[config.mk]
export PLATFORM = sky130hd
export DESIGN_NAME = conv_window_feeder
export DESIGN_NICKNAME = d
export VERILOG_FILES = /design/src/rtl/conv_window_feeder_pkg.sv /design/src/rtl/conv_line_buffer.sv /design/src/rtl/conv_window_feeder.sv
export SDC_FILE = /design/constraint.sdc
export NUM_CORES = 2
export LEC_CHECK = 0
export ABC_CLOCK_PERIOD_IN_PS = 20600
export BUFFER_PORTS_ARGS = -buffer_cell sky130_fd_sc_hd__buf_4
export CORE_ASPECT_RATIO = 1.5
export CORE_UTILIZATION = 62
export CTS_CLUSTER_DIAMETER = 100
export DETAILED_ROUTE_END_ITERATION = 12
export GPL_TIMING_DRIVEN = 0
export PLACE_DENSITY = 0.81
export REMOVE_ABC_BUFFERS = 1
export SLEW_MARGIN = 25
export SYNTH_ARGS = -nofsm -noshare
export SYNTH_HDL_FRONTEND = slang
export SYNTH_HIERARCHICAL = 1
export SYNTH_SLANG_ARGS = --single-unit
[constraint.sdc]
create_clock -name clk -period 20.6 [get_ports clk]
set_input_delay 3.09 -clock clk [delete_from_list [all_inputs] [get_ports clk]]
set_output_delay 3.09 -clock clk [all_outputs]
set_load 0.05 [all_outputs]
[src/rtl/conv_window_feeder_pkg.sv]
// Shared definitions for the C3 window feeder and the conv stage wiring.
// Holds the default geometry of the C3 stage (pixel width, map size, channel
// count, kernel size). It also holds the column packing function. That function
// maps (channel, row) to the bit offset inside a packed K-tall column. Row 0 is
// the top (oldest) pixel.
package conv_window_feeder_pkg;

  localparam int DEF_BIT_WIDTH = 8;
  localparam int DEF_MAP_W     = 14;
  localparam int DEF_MAP_H     = 14;
  localparam int DEF_NUM_CH    = 6;
  localparam int DEF_K         = 5;

  // Bit offset of channel c, row r in a column of k rows of bw-bit pixels.
  function automatic int col_offset(input int c, input int r, input int k, input int bw);
    return (c * k + r) * bw;
  endfunction

endpackage

[src/rtl/conv_line_buffer.sv]
// conv_line_buffer: ROWS line buffers of DEPTH entries, each WIDTH bits.
// A write at addr pushes wdata into row 0. On the same edge, the previous
// contents of that column move down one row (row i takes row i-1). The read
// port is combinational at the same addr. It returns the pre-write contents,
// which form the upper part of the current column. The storage has no reset.
// Ports:
//   clk    in   clock
//   we     in   write/shift enable for column addr
//   addr   in   column index
//   wdata  in   newest pixel word for column addr
//   rdata  out  rdata[i] = row i at addr (row 0 = most recent line)
module conv_line_buffer #(
  parameter int ROWS  = 4,
  parameter int DEPTH = 14,
  parameter int WIDTH = 48
) (
  input  logic                       clk,
  input  logic                       we,
  input  logic [$clog2(DEPTH)-1:0]   addr,
  input  logic [WIDTH-1:0]           wdata,
  output logic [ROWS-1:0][WIDTH-1:0] rdata
);

  logic [WIDTH-1:0] mem [ROWS][DEPTH];

  always_ff @(posedge clk) begin
    if (we) begin
      mem[0][addr] <= wdata;
      for (int i = 1; i < ROWS; i++) begin
        mem[i][addr] <= mem[i-1][addr];
      end
    end
  end

  for (genvar i = 0; i < ROWS; i++) begin : g_rd
    assign rdata[i] = mem[i][addr];
  end

endmodule

[src/rtl/conv_window_feeder.sv]
// conv_window_feeder: turns a raster stream of NUM_CH feature maps into
// K-tall pixel columns for the column-shifting C3 convolution datapath.
// Each column is flagged when it completes a full KxK window.
//
// Handshake: in_valid only, with no ready. Every cycle with in_valid high is
// an accepted beat. Each accepted beat produces exactly one registered
// output one cycle later. A cycle with in_valid low changes no state.
// In the cycle that follows it, out_en, win_valid and frame_done are low.
//
// Ports:
//   clk, rst     clock; asynchronous active-high reset
//   in_valid     input beat valid
//   in_sof       with in_valid: this beat is pixel (0,0)
//   in_pix       channel c at [c*BIT_WIDTH +: BIT_WIDTH]
//   out_en       column valid (conv stage enable)
//   out_column   ch c, row r (0 = top) at col_offset(c, r, K, BIT_WIDTH)
//   win_valid    out_en and the column completes a KxK window
//   out_x/out_y  window origin (x-(K-1), y-(K-1)); valid with win_valid
//   frame_done   pulse with the column of the last pixel of a frame
module conv_window_feeder
  import conv_window_feeder_pkg::*;
#(
  parameter int BIT_WIDTH = DEF_BIT_WIDTH,
  parameter int MAP_W     = DEF_MAP_W,
  parameter int MAP_H     = DEF_MAP_H,
  parameter int NUM_CH    = DEF_NUM_CH,
  parameter int K         = DEF_K
) (
  input  logic                            clk,
  input  logic                            rst,
  input  logic                            in_valid,
  input  logic                            in_sof,
  input  logic [NUM_CH*BIT_WIDTH-1:0]     in_pix,
  output logic                            out_en,
  output logic [NUM_CH*K*BIT_WIDTH-1:0]   out_column,
  output logic                            win_valid,
  output logic [$clog2(MAP_W)-1:0]        out_x,
  output logic [$clog2(MAP_H)-1:0]        out_y,
  output logic                            frame_done
);

  localparam int XW = $clog2(MAP_W);
  localparam int YW = $clog2(MAP_H);
  localparam int PW = NUM_CH * BIT_WIDTH;
  localparam int CW = NUM_CH * K * BIT_WIDTH;

  localparam logic [XW-1:0] X_LAST = XW'(MAP_W - 1);
  localparam logic [YW-1:0] Y_LAST = YW'(MAP_H - 1);
  localparam logic [XW-1:0] X_FULL = XW'(K - 1);
  localparam logic [YW-1:0] Y_FULL = YW'(K - 1);

  logic [XW-1:0]          x_q, cur_x;
  logic [YW-1:0]          y_q, cur_y;
  logic [K-2:0][PW-1:0]   lb_rd;
  logic [CW-1:0]          col_next;
  logic                   rows_full, cols_full, last_pix;

  // in_sof overrides the counters for this beat only.
  assign cur_x     = in_sof ? '0 : x_q;
  assign cur_y     = in_sof ? '0 : y_q;
  // The line buffers hold K-1 valid rows of the current frame only from
  // row K-1 on. Earlier rows may carry stale data from an aborted frame, a
  // previous frame or uninitialised RAM, so they are never emitted.
  assign rows_full = (cur_y >= Y_FULL);
  assign cols_full = (cur_x >= X_FULL);
  assign last_pix  = (cur_x == X_LAST) && (cur_y == Y_LAST);

  conv_line_buffer #(
    .ROWS  (K - 1),
    .DEPTH (MAP_W),
    .WIDTH (PW)
  ) u_lb (
    .clk   (clk),
    .we    (in_valid),
    .addr  (cur_x),
    .wdata (in_pix),
    .rdata (lb_rd)
  );

  // Column assembly. The oldest line (lb row K-2) goes on top and the
  // incoming pixel goes at the bottom.
  always_comb begin
    col_next = '0;
    for (int c = 0; c < NUM_CH; c++) begin
      for (int r = 0; r < K - 1; r++) begin
        col_next[col_offset(c, r, K, BIT_WIDTH) +: BIT_WIDTH] =
          lb_rd[K-2-r][c*BIT_WIDTH +: BIT_WIDTH];
      end
      col_next[col_offset(c, K - 1, K, BIT_WIDTH) +: BIT_WIDTH] =
        in_pix[c*BIT_WIDTH +: BIT_WIDTH];
    end
  end

  // Raster position counters.
  always_ff @(posedge clk or posedge rst) begin
    if (rst) begin
      x_q <= '0;
      y_q <= '0;
    end else if (in_valid) begin
      if (cur_x == X_LAST) begin
        x_q <= '0;
        y_q <= (cur_y == Y_LAST) ? '0 : cur_y + 1'b1;
      end else begin
        x_q <= cur_x + 1'b1;
        y_q <= cur_y;
      end
    end
  end

  // Registered outputs. The column and the window coordinates update only
  // on beats that emit a column, so they hold their values otherwise.
  always_ff @(posedge clk or posedge rst) begin
    if (rst) begin
      out_en     <= 1'b0;
      win_valid  <= 1'b0;
      frame_done <= 1'b0;
      out_column <= '0;
      out_x      <= '0;
      out_y      <= '0;
    end else begin
      out_en     <= in_valid && rows_full;
      win_valid  <= in_valid && rows_full && cols_full;
      frame_done <= in_valid && last_pix;
      if (in_valid && rows_full) begin
        out_column <= col_next;
        out_x      <= cur_x - X_FULL;
        out_y      <= cur_y - Y_FULL;
      end
    end
  end

endmodule

; ---- Word level (Yosys, flattened, before mapping)
; Memories as Yosys holds them, arrays and structs flattened.
; Index checks and enable logic that the tools add are counted.
[op_classes]
eq_ne = 2
addsub = 4
muxes = 21
reduce_logical = 5
magnitude_cmp = 4
bitwise_logic = 1
[op_table]
columns = cell, n
row1 = $bmux W48 S4, 4
row2 = $mux W672, 1
row3 = $mux W48, 9
row4 = $demux W48 S4, 1
row5 = $mux W4, 5
row6 = $add A4 B1 Y4 const B, 2
row7 = $eq A4 B4 Y1 const B, 2
row8 = $ge A4 B3 Y1 const B, 2
row9 = $sub A4 B3 Y4 const B, 2
row10 = $ge A5 B5 Y1 const B, 1
row11 = $logic_and A1 B1 Y1, 5
row12 = $lt A5 B1 Y1 const B, 1
row13 = $not A4 Y5, 1
row14 = $mux W1, 1
[word_totals]
in_bits = 52
wordCells = 46
out_inout_bits = 251
mem_count = 1
ram_bits = 2688
ff_bits = 259
[memory_table]
columns = memory, words, width, rd, rd_clocked_by_memory_dff, wr, line
row1 = u_lb.mem, 4, 672, 4, 0, 4, conv_line_buffer.sv:24  ; logic [WIDTH-1:0] mem [ROWS][DEPTH];

; ---- Depth between registers and ports, before layout
[logic_depth]
word_depth = 7
mapped_depth = 10
mapped_depth_nobuf = 7

; ---- By module
; Netlist, hierarchy kept.
[by_module_without_submodules]
columns = mod, cells_each, instances, area_each_um2, seq_area_each_um2
row1 = conv_line_buffer, 5322, 1, 101542.4, 80717.4
row2 = conv_window_feeder, 1115, 1, 9985.8, 6481.2

; ---- Worst setup path before layout
; OpenSTA, ideal clock, no wires.
[synth_path]
kind = input to register
startpoint = input in_sof
endpoint = memory u_lb/mem[0][240] (netlist name) (enable)
slack_ps = 2831
setup_time_ps = 980
arrival_time_ps = 16790
cell_stages = 6
path_cell_list = nor2b_1 > buf_2 > buf_6 > clkbuf_1 > buf_2 > nor3_1
[synth_rtl]
columns = element, line
row1 = "start, declared", conv_window_feeder.sv:32  ; input logic in_sof,
row2 = "end, declared", conv_line_buffer.sv:24

==> flow_summary.json <==
{
  "status": "finished clean",
  "fin_crit_sh_pct": 39.0,
  "grtUsageTotal_pct": 30.0,
  "hold_violations": 0,
  "cts_num_sinks": 2947,
  "drt_first_pass_iters": 5,
  "netlist-cell-type-count": 41,
  "synth_area_sq_um": 112000,
  "grt_pass1_wl_um": 403000,
  "clk_pin_slew_worst_paths_ns": 0.06,
  "crit_type": "primary input to flop",
  "layout-drive-gt1-share_pct": 15.7,
  "htreeDepth": 5,
  "area.growth.synth_to_final_pct": 18.4,
  "initial_core_util_pct": 62.4,
  "worst_path_max_delay_cell": "or4_1",
  "fp.coreArea_sq_um": 179000,
  "synth_xor_xnor_area_share_pct": 0,
  "drc": 0,
  "post_cts_resized": 0,
  "vias": 62900,
  "synthFlopType": "edfxtp_1",
  "grt_max_degree": 84,
  "synth-seq-cells": 2947,
  "yosysSeqAreaShare_pct": 78.2,
  "fin_skew_ns": 0.0700,
  "leakage_nw": 48.2,
  "crit_arrival_ns": 8.48,
  "clk_path_buf_depth": 4,
  "worst-path-max-fanout": 21,
  "synthArstFlopShare_pct": 8.79,
  "cts_buffers": 267,
  "die_area_sq_um": 182000,
  "cts-root-buf": "clkbuf_16",
  "ctsHoldBuffers": 0,
  "worstPathCellList": "buf_4 -> nor2b_4 -> buf_16 -> buf_12 -> buf_16 -> buf_16 -> buf_16 -> buf_16 -> buf_16 -> buf_16 -> buf_16 -> buf_16 -> buf_12 -> buf_16 -> buf_12 -> buf_16 -> buf_16 -> buf_16 -> buf_12 -> mux2i_1 -> o22ai_1 -> or4_1",
  "drv_slew": 0,
  "rows": 190,
  "final_nets": 7148,
  "vdd_ir_drop_max_uv": 69.4,
  "max_cap_viol_count": 0,
  "synthAdderAreaFrac_pct": 0.0449,
  "worst_setup_path_end_kind": "flop",
  "setup_viol": 0,
  "cp_top_family": "buffers and inverters",
  "hold_class": "flop to flop",
  "finalNonFillerCells": 9692,
  "drtIter0Drc": 7069,
  "whs_ns": 0.472,
  "synth_cells": 6437,
  "worstSetupStartpointType": "primary input",
  "boundaryPins": 303,
  "drt.antenna.violating_nets": 0,
  "viasPerCell": 6.49,
  "cp_common_cell": "buf_16",
  "dp.cells": 9223,
  "critPathMaxStageDelay_ns": 0.79,
  "synth_top_family_by_area": "multiplexers",
  "die_x_um": 348,
  "drt-total-wl_um": 273000,
  "required_ns": 21.05,
  "postCtsSetupRepairBufs": 0,
  "finalWeightedCongestion": 0.704,
  "synth_compound_area_share_pct": 3.35,
  "cts_tree": "built",
  "yosys_warnings": 6,
  "dieHeight_um": 521,
  "worstSkewPairLatency_ns": 0.86,
  "max_slew_margin_pct": 35.8,
  "grt.overflow.total": 0,
  "synth_area_per_cell_sq_um": 17.3,
  "rsz0062_at_grt": "false",
  "synth_edf_count": 2688,
  "fill_cells": 9823,
  "crit_buf_inv": 18,
  "wl_per_cell_um": 28.2,
  "fin_setup_tns_ns": 0,
  "synth_simple_gate_area_share_pct": 4.71,
  "grt_pass1_vias": 65000,
  "dp_hpwl_um": 165000,
  "grt_antenna_before_repair": 3,
  "powerDensity_nw_per_um2": 110,
  "io_buffers": 302,
  "fmax_mhz": 124,
  "muxShareOfSynthArea_pct": 12.1,
  "tightest_slew_ns": 0.960,
  "timing.final.crit_period_ns": 8.04
}
cells in the mapped netlist, types with 4 or more instances:
cell type / instances / area [sq um]
o22ai_1: 579 / 3620
dfrtp_1: 259 / 6480
nand3b_1: 4 / 30.0
o21ai_0: 6 / 30.0
nor2_1: 210 / 788
clkbuf_1: 86 / 323
inv_1: 10 / 37.5
nand2_1: 734 / 2760
mux2i_1: 1346 / 13500
nand2b_1: 4 / 25.0
buf_6: 9 / 101
edfxtp_1: 2688 / 80700
nor3_1: 4 / 20.0
ha_1: 4 / 50.1
buf_1: 10 / 37.5
buf_4: 11 / 82.6
or4_1: 192 / 1440
nor2b_1: 11 / 68.8
buf_2: 238 / 1190
sequential cells by signal, indices dropped and copies added (netlist names):
register,count
u_lb/mem,2688
out_column,240
out_x,4
out_y,4
x_q,4
y_q,4
frame_done,1
out_en,1
win_valid,1
cells by family (layout without fill, tap and decap cells):
logic type / Yosys count / after routing
AO/OA/AOI/OAI: 595 / 595
adder cells (fa/ha/maj): 4 / 4
buffers and inverters: 369 / 1223
flip-flops: 2947 / 2947
multiplexers: 1347 / 1347
other: 0 / 1
AND/OR/NAND/NOR: 1175 / 1175
layout make-up:
type	count	area [sq um]	share of cell area, %
Antenna cell	1	2.50	0.00190
Timing Repair Buffer	744	10400	7.86
Tap cell	2400	3000	2.27
Clock inverter	99	1040	0.791
Clock buffer	369	7670	5.81
Inverter	11	56.3	0.0427
Sequential cell	2947	87200	66.1
Multi-Input combinational cell	3121	22700	17.2
worst reg2reg max path, delay by kind of cell, from the launching register on:
family          cells  cell delay, ns
simple gates        2            1.43
buf+inv            17            3.52
mux                 1            0.23
compound gates      1            0.11
flops               1            0.48
path summary, 6_finish.rpt:
kind,endpoint,depth (start not counted),from,slack (ns)
worst max register to register,u_lb/mem[1][107],21,x_q[0],14.47
max in group asynchronous,x_q[2],3,rst,17.43
worst min-delay path,out_column[113],2,out_column[113],0.47
worst min register to register,out_column[113],2,out_column[113],0.47
min in group asynchronous,out_column[196],2,rst,2.27
worst max-delay path,u_lb/mem[1][107],22,in_sof,12.56
placed cells by master, fill, tap and decap left out, types with 6 or more instances in the layout:
master / Yosys / layout
buf_16: 0 / 176
clkbuf_16: 0 / 286
buf_8: 0 / 7
o22ai_1: 579 / 579
bufinv_16: 0 / 20
buf_4: 11 / 425
o21ai_0: 6 / 6
clkinv_1: 0 / 31
clkbuf_8: 0 / 20
dfrtp_1: 259 / 259
nor2b_1: 11 / 10
nand2_1: 734 / 734
clkinvlp_4: 0 / 6
edfxtp_1: 2688 / 2688
buf_12: 0 / 80
clkinv_2: 0 / 28
nor2_1: 210 / 199
buf_6: 9 / 56
mux2i_1: 1346 / 1346
inv_6: 0 / 9
inv_1: 10 / 9
nor2_4: 0 / 10
or4_1: 192 / 192
clkbuf_1: 86 / 63
stage by stage:
stage,total power [mW],setup slack [ns],cell area [sq um],util (%)
after floorplan,11.2,-344.90,110000,-
after global placement,13.1,-903.42,115000,64.3
after detailed placement,9.63,11.87,123000,69.0
after CTS,14.6,12.65,132000,73.8
after global routing,14.9,12.42,132000,73.8
final,14.6,12.56,132000,73.8
power breakdown:
part	internal, mW	total (mW)	switching [mW]
combinational	0.657	2.16	1.51
clock	2.86	4.99	2.12
sequential	7.29	7.40	0.108
total	10.8	14.6	3.74
metal layers:
metal | wire (um) | vias to the layer above | share of wire, % | track usage [%]
met3 | 25900 | 874 | 9.5 | 4.94
met2 | 134000 | 4090 | 49 | 49.1
li1 | - | 26300 | - | -
met1 | 102000 | 31600 | 37 | 40.1
met4 | 11700 | 2 | 4.3 | 12.9
met5 | 13 | - | 0.0048 | 0
(Power assumes the default switching activity.)
